**src/rtl/sos_cmd_sequencer_if.sv**
```systemverilog
// Request, issue and status signals between the key/host logic, the command
// sequencer and the SOS pattern generator.
interface sos_cmd_sequencer_if;
  logic [3:0] req_sig;
  logic       en_in;
  logic       flush_sig;
  logic       cmd_done_sig;
  logic [3:0] cmd_start_sig;
  logic       func_en_sig;
  logic       busy;
  logic       fifo_full;
  logic       fifo_empty;
  logic       overflow_sig;
  logic       timeout_sig;

  modport master (
    input  req_sig, en_in, flush_sig, cmd_done_sig,
    output cmd_start_sig, func_en_sig, busy, fifo_full, fifo_empty,
           overflow_sig, timeout_sig
  );

  modport slave (
    output req_sig, en_in, flush_sig, cmd_done_sig,
    input  cmd_start_sig, func_en_sig, busy, fifo_full, fifo_empty,
           overflow_sig, timeout_sig
  );
endinterface

```
**src/rtl/sos_cmd_sequencer.sv**
```systemverilog
// Queues request pulses and issues them one at a time as one-hot commands with an
// inter-command gap. Define CMD_SEQ_TIMEOUT_EN to enable the WAIT-state watchdog.
module sos_cmd_sequencer #(
  parameter int unsigned FIFO_DEPTH     = 4,
  parameter int unsigned GAP_CYCLES     = 1000,
  parameter int unsigned TIMEOUT_CYCLES = 50000000,
  parameter int unsigned CNT_W          = 26
) (
  input logic                 CLK,
  input logic                 RST,
  sos_cmd_sequencer_if.master bus
);

  localparam int unsigned PTR_W    = $clog2(FIFO_DEPTH);
  localparam int unsigned OCC_W    = $clog2(FIFO_DEPTH + 1);
  localparam int unsigned GAP_LAST = (GAP_CYCLES == 0) ? 0 : GAP_CYCLES - 1;
`ifdef CMD_SEQ_TIMEOUT_EN
  localparam int unsigned TO_LAST  = (TIMEOUT_CYCLES == 0) ? 0 : TIMEOUT_CYCLES - 1;
`endif

  if (FIFO_DEPTH < 2 || (FIFO_DEPTH & (FIFO_DEPTH - 1)) != 0 ||
      int'($clog2(GAP_CYCLES + 1)) > int'(CNT_W) ||
      int'($clog2(TIMEOUT_CYCLES + 1)) > int'(CNT_W)) begin : g_param_check
    $error("sos_cmd_sequencer: invalid parameter set");
  end

  typedef enum logic [1:0] {ST_IDLE, ST_WAIT, ST_GAP} state_t;

  state_t           state_q, state_d;
  logic [CNT_W-1:0] cnt_q, cnt_d;
  logic [3:0]       cmd_q, cmd_d;
  logic             timeout_q, timeout_d;
  logic             busy_q, func_en_q;

  logic [1:0]       mem [FIFO_DEPTH];
  logic [PTR_W-1:0] wr_ptr, rd_ptr;
  logic [OCC_W-1:0] occ, occ_d;
  logic             full_q, empty_q, overflow_q;

  logic [1:0]       req_code;
  logic             push_req, push_ok, pop, dropped;

  // Multi-hot requests resolve to the lowest set bit
  always_comb begin
    req_code = 2'd0;
    if (bus.req_sig[0])      req_code = 2'd0;
    else if (bus.req_sig[1]) req_code = 2'd1;
    else if (bus.req_sig[2]) req_code = 2'd2;
    else if (bus.req_sig[3]) req_code = 2'd3;
  end

  assign push_req = |bus.req_sig;
  assign pop      = (state_q == ST_IDLE) && bus.en_in && !empty_q;
  assign push_ok  = push_req && !bus.flush_sig && (!full_q || pop);
  assign dropped  = push_req && !bus.flush_sig && full_q && !pop;

  always_comb begin
    occ_d = occ;
    if (bus.flush_sig)
      occ_d = '0;
    else if (push_ok && !pop)
      occ_d = occ + OCC_W'(1);
    else if (pop && !push_ok)
      occ_d = occ - OCC_W'(1);
  end

  always_ff @(posedge CLK or posedge RST) begin
    if (RST) begin
      wr_ptr     <= '0;
      rd_ptr     <= '0;
      occ        <= '0;
      full_q     <= 1'b0;
      empty_q    <= 1'b1;
      overflow_q <= 1'b0;
    end else begin
      occ        <= occ_d;
      full_q     <= (occ_d == OCC_W'(FIFO_DEPTH));
      empty_q    <= (occ_d == '0);
      overflow_q <= dropped;
      if (bus.flush_sig) begin
        wr_ptr <= '0;
        rd_ptr <= '0;
      end else begin
        if (push_ok) wr_ptr <= wr_ptr + PTR_W'(1);
        if (pop)     rd_ptr <= rd_ptr + PTR_W'(1);
      end
    end
  end

  // Queue storage needs no reset; occupancy alone defines valid entries
  always_ff @(posedge CLK) begin
    if (push_ok) mem[wr_ptr] <= req_code;
  end

  always_comb begin
    state_d   = state_q;
    cnt_d     = cnt_q;
    cmd_d     = cmd_q;
    timeout_d = 1'b0;
    case (state_q)
      ST_IDLE: begin
        if (pop) begin
          cmd_d   = 4'b0001 << mem[rd_ptr];
          cnt_d   = '0;
          state_d = ST_WAIT;
        end
      end
      ST_WAIT: begin
        if (bus.cmd_done_sig) begin
          cmd_d   = 4'b0000;
          cnt_d   = '0;
          state_d = (GAP_CYCLES == 0) ? ST_IDLE : ST_GAP;
        end
`ifdef CMD_SEQ_TIMEOUT_EN
        else if (cnt_q == CNT_W'(TO_LAST)) begin
          cmd_d     = 4'b0000;
          cnt_d     = '0;
          timeout_d = 1'b1;
          state_d   = (GAP_CYCLES == 0) ? ST_IDLE : ST_GAP;
        end else begin
          cnt_d = cnt_q + CNT_W'(1);
        end
`endif
      end
      ST_GAP: begin
        if (cnt_q == CNT_W'(GAP_LAST)) begin
          cnt_d   = '0;
          state_d = ST_IDLE;
        end else begin
          cnt_d = cnt_q + CNT_W'(1);
        end
      end
      default: state_d = ST_IDLE;
    endcase
  end

  // busy/func_en are registered from the next state so they track the current state
  always_ff @(posedge CLK or posedge RST) begin
    if (RST) begin
      state_q   <= ST_IDLE;
      cnt_q     <= '0;
      cmd_q     <= 4'b0000;
      timeout_q <= 1'b0;
      busy_q    <= 1'b0;
      func_en_q <= 1'b0;
    end else begin
      state_q   <= state_d;
      cnt_q     <= cnt_d;
      cmd_q     <= cmd_d;
      timeout_q <= timeout_d;
      busy_q    <= (state_d != ST_IDLE);
      func_en_q <= bus.en_in || (state_d != ST_IDLE);
    end
  end

  assign bus.cmd_start_sig = cmd_q;
  assign bus.func_en_sig   = func_en_q;
  assign bus.busy          = busy_q;
  assign bus.fifo_full     = full_q;
  assign bus.fifo_empty    = empty_q;
  assign bus.overflow_sig  = overflow_q;
  assign bus.timeout_sig   = timeout_q;

endmodule

```
**src/flat_wrapper.sv**
```systemverilog
// flat-port wrapper written by rule: the top's interface ports become plain ports
module sos_cmd_sequencer_flat 
#(
  parameter int unsigned FIFO_DEPTH     = 4,
  parameter int unsigned GAP_CYCLES     = 1000,
  parameter int unsigned TIMEOUT_CYCLES = 50000000,
  parameter int unsigned CNT_W          = 26
)
  (CLK, RST, bus_req_sig, bus_en_in, bus_flush_sig, bus_cmd_done_sig, bus_cmd_start_sig, bus_func_en_sig, bus_busy, bus_fifo_full, bus_fifo_empty, bus_overflow_sig, bus_timeout_sig);
  sos_cmd_sequencer_if bus_i ();
  input logic CLK;
  input logic RST;
  input wire logic [$bits(bus_i.req_sig)-1:0] bus_req_sig;
  input wire logic [$bits(bus_i.en_in)-1:0] bus_en_in;
  input wire logic [$bits(bus_i.flush_sig)-1:0] bus_flush_sig;
  input wire logic [$bits(bus_i.cmd_done_sig)-1:0] bus_cmd_done_sig;
  output wire logic [$bits(bus_i.cmd_start_sig)-1:0] bus_cmd_start_sig;
  output wire logic [$bits(bus_i.func_en_sig)-1:0] bus_func_en_sig;
  output wire logic [$bits(bus_i.busy)-1:0] bus_busy;
  output wire logic [$bits(bus_i.fifo_full)-1:0] bus_fifo_full;
  output wire logic [$bits(bus_i.fifo_empty)-1:0] bus_fifo_empty;
  output wire logic [$bits(bus_i.overflow_sig)-1:0] bus_overflow_sig;
  output wire logic [$bits(bus_i.timeout_sig)-1:0] bus_timeout_sig;
  assign bus_i.req_sig = bus_req_sig;
  assign bus_i.en_in = bus_en_in;
  assign bus_i.flush_sig = bus_flush_sig;
  assign bus_i.cmd_done_sig = bus_cmd_done_sig;
  assign bus_cmd_start_sig = bus_i.cmd_start_sig;
  assign bus_func_en_sig = bus_i.func_en_sig;
  assign bus_busy = bus_i.busy;
  assign bus_fifo_full = bus_i.fifo_full;
  assign bus_fifo_empty = bus_i.fifo_empty;
  assign bus_overflow_sig = bus_i.overflow_sig;
  assign bus_timeout_sig = bus_i.timeout_sig;
  sos_cmd_sequencer #(.FIFO_DEPTH(FIFO_DEPTH), .GAP_CYCLES(GAP_CYCLES), .TIMEOUT_CYCLES(TIMEOUT_CYCLES), .CNT_W(CNT_W)) u_core (.CLK(CLK), .RST(RST), .bus(bus_i));
endmodule
```
**config.mk**
```make
export PLATFORM = sky130hd
export DESIGN_NAME = sos_cmd_sequencer_flat
export DESIGN_NICKNAME = d
export VERILOG_FILES = /design/src/rtl/sos_cmd_sequencer_if.sv /design/src/rtl/sos_cmd_sequencer.sv /design/src/flat_wrapper.sv
export SDC_FILE = /design/constraint.sdc
export NUM_CORES = 1
export LEC_CHECK = 0
export BUFFER_PORTS_ARGS = -buffer_cell sky130_fd_sc_hd__buf_2
export CORE_MARGIN = 2
export CORE_UTILIZATION = 65
export CTS_CLUSTER_DIAMETER = 100
export DETAILED_ROUTE_END_ITERATION = 6
export PLACE_DENSITY = 0.9
export SKIP_CTS_REPAIR_TIMING = 1
export SYNTH_ARGS = -nofsm -noshare
export SYNTH_HDL_FRONTEND = slang
export SYNTH_SLANG_ARGS = --single-unit
```
**constraint.sdc**
```tcl
create_clock -name CLK -period 4.4 [get_ports CLK]
set_input_delay 0.22 -clock CLK [delete_from_list [all_inputs] [get_ports CLK]]
set_output_delay 0.22 -clock CLK [all_outputs]
set_load 0.05 [all_outputs]
```
==> flow_metrics.py <==
metrics = {
    "outcome": {
        "status": "finished, final reports clean",
    },
    "timing": {
        "period_needed_ps": 2440,
        "worst_pin_slew_ps": 757,
        "final_hold_viol_count": 0,
        "finalClockSkew_ps": 4.61,
        "slew_violations": 0,
        "finalSetupTns_ps": 0,
        "slew_headroom_pct": 49.4,
        "fin_crit_sh_pct": 55.4,
        "rsz0062_at_grt": "false",
        "setup_viol": 0,
        "fmax_mhz": 410,
    },
    "yosys": {
        "synth_warnings": 0,
        "synth_edf_count": 8,
        "avgSynthCellArea_um2": 9.98,
        "synth_area_mm2": 0.00296,
        "yosys_most_used_dff": "dfrtp_1",
        "postSynthCellCount": 296,
        "synthArstFlopShare_pct": 84.6,
        "ys_types": 60,
        "synth_fp_nets": 316,
        "ys_seq_area_share_pct": 45.4,
        "synth_seq_cells": 52,
    },
    "global_route": {
        "grt_pass1_wl_mm": 10.0,
        "grt.overflow.total": 0,
        "grt_usage_pct": 25.6,
        "grt_max_degree": 45,
        "antenna_found_initial": 0,
        "first_global_vias": 2176,
    },
    "die": {
        "io_pins": 19,
        "rows": 24,
        "start_util_pct": 67.9,
        "core_mm2": 0.00435,
        "die_h_um": 71.4,
        "die_w_um": 71.4,
        "dieArea_mm2": 0.00510,
    },
    "clock_tree": {
        "numClockSinks": 52,
        "clk_pin_slew_ps": 90,
        "clk_latency_ps": 320,
        "tritoncts": "done",
        "clock_path_buffers": 2,
        "root_buffer": "clkbuf_8",
        "cts_buffers": 5,
        "htreeDepth": 2,
    },
    "route": {
        "via_per_inst": 6.47,
        "dr.first_iter.drc_count": 274,
        "num_vias": 2341,
        "drc": 0,
        "postRouteWirelength_mm": 6.08,
        "drt-pass1-iter-count": 5,
        "antenna_left": 0,
        "avgRoutedWirePerCell_um": 16.8,
    },
    "power": {
        "p_leak_nw": 1.33,
        "cellPowerDensity_mw_per_mm2": 471,
        "ir_worst_vdd_mv": 0.282,
    },
    "hold_path": {
        "hp-class": "input pin to asynchronous set/reset pin",
    },
    "setup_path": {
        "endpoint_kind": "flop",
        "worstReg2RegStart": "u_core.state_q[0]",
        "cp-start-kind": "flop",
        "cp.required_ps": 4630,
        "worstSetupPathType": "flop to flop",
        "r2r_end": "u_core.cnt_q[22]",
        "crit_path_max_fanout": 28,
        "r2r_cells": 7,
        "rrSetupSlack_ps": 1960,
        "arrival_ps": 2660,
    },
    "finish": {
        "syn2layout_area_growth_pct": 5.46,
        "final_core_utilization_pct": 71.6,
        "layout-drive-gt1-share_pct": 14.2,
        "finalNetCount": 329,
        "antenna_cells": 0,
        "nFillCells": 315,
    },
    "place": {
        "numPortBuffers": 17,
        "hpwl_mm": 4.32,
        "place_congestion": 0.835,
    },
    "job": {
        "cap_viol_max_count": 0,
    },
}
-- stage by stage --
stage | hold slack [ps] | setup slack (ps) | instance area, µm² | power (mW) | instances
6_report | 20.3 | 1960 | 3120 | 1.47 | 362
3_3_place_gp | 381 | 2100 | 3030 | 1.18 | 354
2_1_floorplan | 332 | 2480 | 2960 | 1.09 | 296
4_1_cts | 30.9 | 1980 | 3120 | 1.47 | 362
5_1_grt | 69.2 | 1800 | 3120 | 1.56 | 362
3_5_place_dp | 381 | 1980 | 3030 | 1.21 | 354
-- per-layer routing --
layer	vias up	global-route usage, %	routed length [µm]
li1	1113	-	-
met3	8	4.78	369
met2	96	41.6	3060
met1	1124	33.5	2540
met4	0	11.5	107
met5	-	0	0
-- kinds of logic after synthesis --
logic type	count (synthesis)	share of synthesized area [%]
multiplexers	10	4.28
other	1	0.127
XOR/XNOR	6	1.78
flip-flops	52	45.4
AO/OA/AOI/OAI	63	15.4
buffers and inverters	29	4.83
AND/OR/NAND/NOR	124	23.5
adder cells (fa/ha/maj)	11	4.66
-- sequential cells by signal, indices dropped and copies added (netlist names) --
register / count
u_core.occ: 3
u_core.bus.fifo_full: 1
u_core.bus.cmd_start_sig: 4
u_core.bus.func_en_sig: 1
u_core.cnt_q: 26
u_core.bus.overflow_sig: 1
u_core.bus.fifo_empty: 1
u_core.bus.busy: 1
u_core.state_q: 2
u_core.rd_ptr: 2
u_core.mem: 8
u_core.wr_ptr: 2
-- final cells by class --
cell class                      count  area (µm²)  area share [%]
Multi-Input combinational cell    215        1470            47.2
Sequential cell                    52        1340            43.1
Timing Repair Buffer               18        92.6            2.97
Clock buffer                        5        68.8            2.21
Tap cell                           52        65.1            2.09
Inverter                           17        63.8            2.05
Clock inverter                      3        13.8           0.442
-- cells in the final DEF, fill, tap and decap left out, types with 8 or more instances in the layout --
cell type	Yosys	layout
a21oi_1	11	11
a22o_1	8	8
buf_2	3	17
dfrtp_1	43	43
edfxtp_1	8	8
ha_1	11	11
inv_1	17	16
nand2_1	22	22
nand3_1	17	17
nor2_1	26	26
nor3_1	10	10
o21ai_0	14	14
-- critical path: stages, from the launching register on --
cell	delay [ps]
dfrtp_1	410
inv_1	90
ha_1	250
and3b_1	330
o21ai_4	680
nor4_4	140
and3_1	210
nor4_1	240
-- power breakdown --
group | leakage, nW | total [mW] | switching (mW) | internal (mW)
clock | 0.0453 | 0.266 | 0.158 | 0.108
sequential | 0.671 | 0.626 | 0.0613 | 0.565
combinational | 0.609 | 0.577 | 0.388 | 0.190
-- worst max path at each step --
stage	endpoint	slack, ps	from
finish	u_core.cnt_q[22]	1960	u_core.state_q[0]
global route	u_core.cnt_q[22]	1800	u_core.state_q[0]
CTS	u_core.cnt_q[22]	1980	u_core.state_q[0]
detailed placement	u_core.cnt_q[22]	1980	u_core.state_q[0]
global placement	u_core.cnt_q[22]	2100	u_core.state_q[0]
floorplan	u_core.cnt_q[22]	2480	u_core.bus.fifo_empty
-- cell usage after synthesis, types with 3 or more instances --
cell	count	area share, %
o21a_1	4	1.0
and4_1	3	0.89
ha_1	11	4.7
buf_4	4	1.0
mux2i_1	7	2.4
nor3_1	10	1.7
nand3_1	17	2.9
nor2b_1	3	0.64
and3_1	5	1.1
nand4_1	7	1.5
nor4_1	7	1.5
and2_1	6	1.3
o21ai_0	14	2.4
a22o_1	8	2.4
nor2_1	26	3.3
a21oi_1	11	1.9
nand3_2	3	1.0
dfrtp_1	43	36
xnor2_1	4	1.2
nand2_1	22	2.8
edfxtp_1	8	8.1
a21o_1	3	0.76
buf_2	3	0.51
inv_1	17	2.2
Note: power is estimated with default switching activity, not from simulation.
